**src/rtl/multiplicador_datapath.sv**
```systemverilog
// -----------------------------------------------------------------------------
// multiplicador_datapath
//
// Shift-add datapath of the MMP multiplier. It sits directly downstream of the
// Controlador. It executes the Load_regs / Add_regs / Shift_regs / Decr_P
// commands and returns the status bits Q0 and Zero.
//
// Registers:
//   B : multiplicand.
//   A : accumulator, with carry C.
//   Q : multiplier, which becomes the low half of the product.
//   P : iteration counter.
//
// Parameters:
//   WIDTH : operand width in bits. The product is 2*WIDTH bits.
//   PW    : counter width, $clog2(WIDTH+1) (derived localparam).
//
// Ports:
//   clk          in   1        system clock, rising edge
//   rst          in   1        asynchronous, active-low reset
//   multiplicand in   WIDTH    operand B, sampled on Load_regs
//   multiplier   in   WIDTH    operand Q, sampled on Load_regs
//   Load_regs    in   1        load operands, clear A/C, P <= WIDTH (highest priority)
//   Add_regs     in   1        {C,A} <= A + B
//   Shift_regs   in   1        {C,A,Q} >> 1, C <= 0 (sum first if Add_regs too)
//   Decr_P       in   1        P <= P - 1, saturating at 0
//   ready        in   1        multiplication finished
//   Q0           out  1        Q[0], combinational from the register
//   Zero         out  1        P == 0, combinational from the register
//   product      out  2*WIDTH  multiplication result
//
// Build option:
//   MMP_DP_RESULT_REG_EN
//     Defined:   product comes from a result register R. R captures {A,Q} on
//                the rising edge of ready and holds it until the next rise.
//     Undefined: product = {A,Q} combinationally.
// -----------------------------------------------------------------------------
module multiplicador_datapath #(
  parameter int WIDTH = 8
) (
  input  logic               clk,
  input  logic               rst,
  input  logic [WIDTH-1:0]   multiplicand,
  input  logic [WIDTH-1:0]   multiplier,
  input  logic               Load_regs,
  input  logic               Add_regs,
  input  logic               Shift_regs,
  input  logic               Decr_P,
  input  logic               ready,
  output logic               Q0,
  output logic               Zero,
  output logic [2*WIDTH-1:0] product
);

  localparam int PW = $clog2(WIDTH + 1);

  logic [WIDTH-1:0] a_reg, a_next;
  logic [WIDTH-1:0] b_reg, b_next;
  logic [WIDTH-1:0] q_reg, q_next;
  logic             c_reg, c_next;
  logic [PW-1:0]    p_reg, p_next;

  // WIDTH+1-bit sum; the top bit is the carry into C.
  logic [WIDTH:0] sum;
  assign sum = {1'b0, a_reg} + {1'b0, b_reg};

  // Upper WIDTH+1 bits that get shifted down into A and Q.
  // On a combined add+shift the fresh sum is shifted; otherwise {C,A} is shifted.
  logic [WIDTH:0] shift_src;
  assign shift_src = Add_regs ? sum : {c_reg, a_reg};

  // Shifted Q: the bit leaving the upper half enters Q's MSB.
  logic [WIDTH-1:0] q_shifted;
  assign q_shifted[WIDTH-1] = shift_src[0];
  generate
    for (genvar gi = 0; gi < WIDTH - 1; gi++) begin : g_q_shift
      assign q_shifted[gi] = q_reg[gi+1];
    end
  endgenerate

  // ---------------------------------------------------------------------------
  // Next-state logic
  // ---------------------------------------------------------------------------
  always_comb begin
    a_next = a_reg;
    b_next = b_reg;
    q_next = q_reg;
    c_next = c_reg;
    p_next = p_reg;

    if (Load_regs) begin
      // Load wins over all other commands and aborts any product in flight.
      b_next = multiplicand;
      q_next = multiplier;
      a_next = '0;
      c_next = 1'b0;
      p_next = PW'(WIDTH);
    end else begin
      if (Shift_regs) begin
        a_next = shift_src[WIDTH:1];
        q_next = q_shifted;
        c_next = 1'b0;
      end else if (Add_regs) begin
        {c_next, a_next} = sum;
      end

      // The counter saturates at zero so a stray Decr_P cannot wrap it.
      if (Decr_P && (p_reg != '0)) begin
        p_next = p_reg - PW'(1);
      end
    end
  end

  // ---------------------------------------------------------------------------
  // Register bank
  // ---------------------------------------------------------------------------
  always_ff @(posedge clk or negedge rst) begin
    if (!rst) begin
      a_reg <= '0;
      b_reg <= '0;
      q_reg <= '0;
      c_reg <= 1'b0;
      p_reg <= '0;
    end else begin
      a_reg <= a_next;
      b_reg <= b_next;
      q_reg <= q_next;
      c_reg <= c_next;
      p_reg <= p_next;
    end
  end

  // Status back to the controller with no register delay.
  assign Q0   = q_reg[0];
  assign Zero = (p_reg == '0);

  // ---------------------------------------------------------------------------
  // Result presentation
  // ---------------------------------------------------------------------------
`ifdef MMP_DP_RESULT_REG_EN
  logic               ready_d_reg;
  logic [2*WIDTH-1:0] r_reg;
  logic               ready_rise;

  assign ready_rise = ready && !ready_d_reg;

  // R captures only on the rising edge of ready. This lets the result survive
  // a following Load_regs while the next product is being computed.
  always_ff @(posedge clk or negedge rst) begin
    if (!rst) begin
      ready_d_reg <= 1'b0;
      r_reg       <= '0;
    end else begin
      ready_d_reg <= ready;
      if (ready_rise) begin
        r_reg <= {a_reg, q_reg};
      end
    end
  end

  assign product = r_reg;
`else
  // ready only qualifies validity for the consumer in this build.
  logic unused_ready;
  assign unused_ready = ready;

  assign product = {a_reg, q_reg};
`endif

endmodule

```
**config.mk**
```make
export PLATFORM = sky130hd
export DESIGN_NAME = multiplicador_datapath
export DESIGN_NICKNAME = d
export VERILOG_FILES = /design/src/rtl/multiplicador_datapath.sv
export SDC_FILE = /design/constraint.sdc
export NUM_CORES = 1
export LEC_CHECK = 0
export ABC_CLOCK_PERIOD_IN_PS = 2500
export BUFFER_PORTS_ARGS = -buffer_cell sky130_fd_sc_hd__buf_2
export CAP_MARGIN = 20
export CELL_PAD_IN_SITES_DETAIL_PLACEMENT = 0
export CELL_PAD_IN_SITES_GLOBAL_PLACEMENT = 1
export CORE_MARGIN = 2
export CORE_UTILIZATION = 30
export DETAILED_ROUTE_END_ITERATION = 10
export PLACE_DENSITY = 0.62
export SYNTH_ARGS = -nofsm -noshare
export SYNTH_HDL_FRONTEND = slang
export SYNTH_SLANG_ARGS = --single-unit
```
**constraint.sdc**
```tcl
create_clock -name clk -period 2.5 [get_ports clk]
set_input_delay 0.125 -clock clk [delete_from_list [all_inputs] [get_ports clk]]
set_output_delay 0.125 -clock clk [all_outputs]
set_load 0.02 [all_outputs]
```
# ---- Word-level counts from Yosys, hierarchy flattened
# Index checks and enable logic that the tools add are counted.
dict set report totals {
  word_cells 24
  input_bits 23
  rom_bits 0
  mem_bits_rw 0
  latchBits 0
  output_inout_bits 18
  mem_count 0
  reg_bits 29
}
dict set report op_classes {
  magnitude_cmp 0
  n_eq_ne 0
  n_mul 0
  addsub 2
  n_mux 11
  reduce_logical 6
  bitwise 0
  shifts 0
  div_mod_pow 0
}
# operator count
set op_table {}
lappend op_table {{$mux W8} 5}
lappend op_table {{$add A8 B8 Y9} 1}
lappend op_table {{$mux W9} 1}
lappend op_table {{$mux W4} 2}
lappend op_table {{$logic_not A4 Y1} 1}
lappend op_table {{$reduce_bool A2 Y1} 2}
lappend op_table {{$reduce_bool A4 Y1} 1}
lappend op_table {{$sub A4 B1 Y4 const B} 1}
lappend op_table {{$mux W1} 3}
lappend op_table {{$reduce_bool A3 Y1} 1}
lappend op_table {{$logic_and A1 B1 Y1} 1}

# ---- Logic depth before layout (Yosys ltp)
dict set report logic_depth {
  word_depth 4
  mapped_depth 7
}

# ---- Worst setup path after synthesis
# Ideal clock, no wire load.
dict set report synth_path {
  path_kind {register to register}
  from {register a_reg[0]}
  to {register a_reg[7]}
  synth_period_minus_slack_ns 2.252
  path_buffers 0
  path_slack_ns 0.248
  required_time_ns 2.366
  setup_ns 0.134
  path_stages_with_launch 8
  t_arrival_ns 2.119
  path_cell_list {dfrtp_1 ha_1 fa_1 a21o_1 a221oi_1 o21bai_1 a211oi_1 a2111oi_2}
}
dict set report synth_between {
  elab_chain_len 4
  word_cells_on_any_way 5
  classes_between {add/sub (1); mux (4)}
}
# item line_no
set synth_lines {}
lappend synth_lines {{start: declaration} 57} ;# logic [WIDTH-1:0] a_reg, a_next;
lappend synth_lines {{start signal: assignment} 125} ;# a_reg <= a_next;
lappend synth_lines {{$add A8 B8 Y9 *} 65} ;# assign sum = {1'b0, a_reg} + {1'b0, b_reg};
lappend synth_lines {{$mux W8 or $mux W9 (tied branches)} {103, 70}}
lappend synth_lines {{$mux W8 *} 99} ;# if (Shift_regs) begin
lappend synth_lines {{$mux W8 *} 91} ;# if (Load_regs) begin
# Mark *: on every way between the ends. The rest lies on a longest branch, timed or not. The select of a mux whose other input is x is not followed.
# A chain may end at the register's enable or synchronous reset.

# ---- Worst setup path in the final report
dict set report layout_path {
  from {register a_reg[0]}
  to {register a_reg[3]}
}
# The elaborated chain is that of the path after synthesis.

==> results.md <==
* Largest net degree at the start of global routing at 38
* YS warnings at 0
* Clk slew on worst S/H paths at 0.07 ns
* Drt via density at 4.81
* Fmax at 432 MHz
* R2r worst-path depth at 7
* Cells after DPL at 255
* Initial Util at 30.9%
* DR iter-0 viols at 60
* CP startpoint: a_reg[0]$_DFFE_PN0P_
* Crit Path Max Fanout at 4
* WL final at 3.56 mm
* Die Wd at 79.3 um
* Wire per inst at 13.5 um
* CP endpoint: a_reg[3]$_DFFE_PN0P_
* Maximum buffer depth of the clock tree at 2
* Tmin final at 2.31 ns
* Syn_area_per_cell at 11.0 sq um
* Max-cap violation count at 0
* P&R area growth vs syn at 20.8%
* Critical path class: reg -> reg
* Multi-input logic area at 913 sq um
* Storage element area at 726 sq um
* WP data required at 2.64 ns
* N_diodes at 0
* Hold Path Class: in -> reg
* H-tree levels at 2
* DR pass1 iterations at 4
* Final WS setup at 0.187 ns
* Fraction of layout cells with a size suffix above 1 at 33.9%
* Distinct cells, synth at 37
* Die Span Y at 79.3 um
* PortBufs at 39
* Via total after detailed routing at 1271
* Initial antenna violation count at 0
* RD Place Congestion at 0.799
* Final setup vio count at 0
* RSZ-0062 raised after global routing: false
* GR Overflow Total at 0
* Setup TNS at 0 ns
* Layout Utilization at 37.3%
* Row count at 27
* Dpl ws at 0.134 ns
* Reg-to-Reg End: a_reg[3]$_DFFE_PN0P_
* Number of buffers created by CTS at 5
* Crit path arrival time at 2.45 ns
* Syn Nets at 188
* # clock sinks at 29
* Status: finished, final reports clean
* GRT Overall Usage at 12.5%
* Worst setup SP type: flip-flop
* FF+latch count, synth at 29
* Slew Limit Fails at 0
* Core ar. at 5510 sq um
* Fillcell total at 561
* Non-Filler Instances at 264
* Slew HR at 56.0%
* Final hold vios at 0
* Worst R2R Setup Slack at 0.19 ns
* Post-CTS Repair Setup Buffers at 0
* Synthesized area at 1700 sq um
* Final Cycle Share at 92.5%
* VDD IR max at 0.000187 V
* Most common cell after layout, fill and taps aside: buf_2
* Pwr dens at 746 nW/um^2
* Root buffer cell: clkbuf_8
* Finished Cell Area at 2050 sq um
* Clk_skew at 0.0113 ns
* Post-DP HPWL at 2.52 mm
* Die ar. at 6290 sq um
* Commonest cells after routing, fill and taps aside: buf_2 (39), dfrtp_1 (29), nand2_1 (10), o21ai_0 (10), ha_1 (10)
* Worst skew pair latency at 0.29 ns
* Static Leak at 0.00100 uW
* Number of routed nets with antenna violations at 0
* Worst-margin pin slew at 0.660 ns
* Final-stage net count at 225
* Number of global-route vias before repair at 1274
* Global-route wire length before repair at 5.95 mm
* Boundary Pins at 41
* Sequential cell area fraction in the yosys report at 42.7%
* # DRC at 0
* Cell Area, Placed at 1940 sq um
* CTS tree: built
* Reg2reg start: a_reg[0]$_DFFE_PN0P_
* Mapped Cells at 154
* Worst Setup End Kind: flip-flop
-- where the power goes --
group / internal, uW / switching (uW) / leakage [uW]
logic: 243 / 266 / 0.000589
registers: 534 / 56.8 / 0.000359
clock network: 248 / 184 / 0.0000542
-- cell type report --
cell class | instances | area share [%]
inverter | 5 | 0.914
tap | 72 | 4.38
multi-input combinational | 110 | 44.5
timing repair buffer | 40 | 9.99
sequential | 29 | 35.3
clock buffer | 7 | 4.69
clock inverter | 1 | 0.244
-- cell families after synthesis --
logic type,after synthesis,synth area share [%]
XOR/XNOR,9,4.64
multiplexers,21,15.9
AO/OA/AOI/OAI,33,13.5
AND/OR/NAND/NOR,36,10.8
adder cells (fa/ha/maj),11,8.54
flip-flops,29,42.7
buffers and inverters,15,3.97
-- synthesized netlist by cell type, drive strengths merged --
cell type,instances,area [sq um]
nor2,7,26.3
o22ai,2,12.5
mux2,8,90.1
nand3b,1,7.51
a2111oi,2,23.8
inv,5,18.8
dfrtp,29,726
a221oi,1,8.76
nor4,1,6.26
o21ai,10,50.1
and3,1,7.51
or4,1,7.51
o211a,1,10.0
a21o,3,23.8
mux4,4,90.1
clkbuf,5,18.8
o21bai,1,7.51
nand2,10,37.5
mux2i,9,90.1
ha,10,125
fa,1,20.0
xor2,3,26.3
a211oi,6,45.0
a211o,1,8.76
nand3,1,5.00
nor2b,8,50.1
nor3b,1,7.51
o21ba,1,10.0
nor3,2,10.0
xnor2,6,52.6
a21oi,5,28.8
nand2b,3,18.8
buf,5,30.0
-- worst max-delay path, stage by stage, from the launching register on --
cell and delay [ns]:
dfrtp_1 0.41, ha_1 0.27, fa_1 0.41, a21o_1 0.21, a21oi_2 0.15, xnor2_1 0.10
mux4_2 0.48, nor2b_1 0.14
-- per-stage QoR --
step | hold WS (ns) | total power [uW]
finish | 0.0494 | 1530
global route | 0.0564 | 1640
CTS | 0.0410 | 1550
detailed placement | 0.206 | 1110
global placement | 0.189 | 1090
floorplan | -0.171 | 975
-- worst min-delay path by stage --
stage             startpoint                   end  slack [ns]  cells past startpoint
4_1_cts        multiplier[2]  q_reg[2]$_DFFE_PN0P_        0.04                      3
3_5_place_dp             rst  b_reg[2]$_DFFE_PN0P_        0.21                      1
6_report       multiplier[2]  q_reg[2]$_DFFE_PN0P_        0.05                      3
3_3_place_gp             rst  b_reg[2]$_DFFE_PN0P_        0.19                      1
5_1_grt        multiplier[6]  q_reg[6]$_DFFE_PN0P_        0.06                      3
2_1_floorplan            rst  a_reg[0]$_DFFE_PN0P_       -0.17                      0
-- routing by layer --
layer  track usage (%)  vias to the layer above  wire length (um)
met4              5.69                        0                74
met1              14.8                      622              1530
met3              3.07                        8               126
met2              21.4                       20              1830
li1                  -                      621                 -
met5                 0                        -                 0
-- what timing repair did --
action,in CTS,in global routing
gates resized for setup,0,1
hold buffers,1,0
setup endpoints to repair,0,1
hold endpoints to repair,29,0
Power figures use the tool's default switching activity.
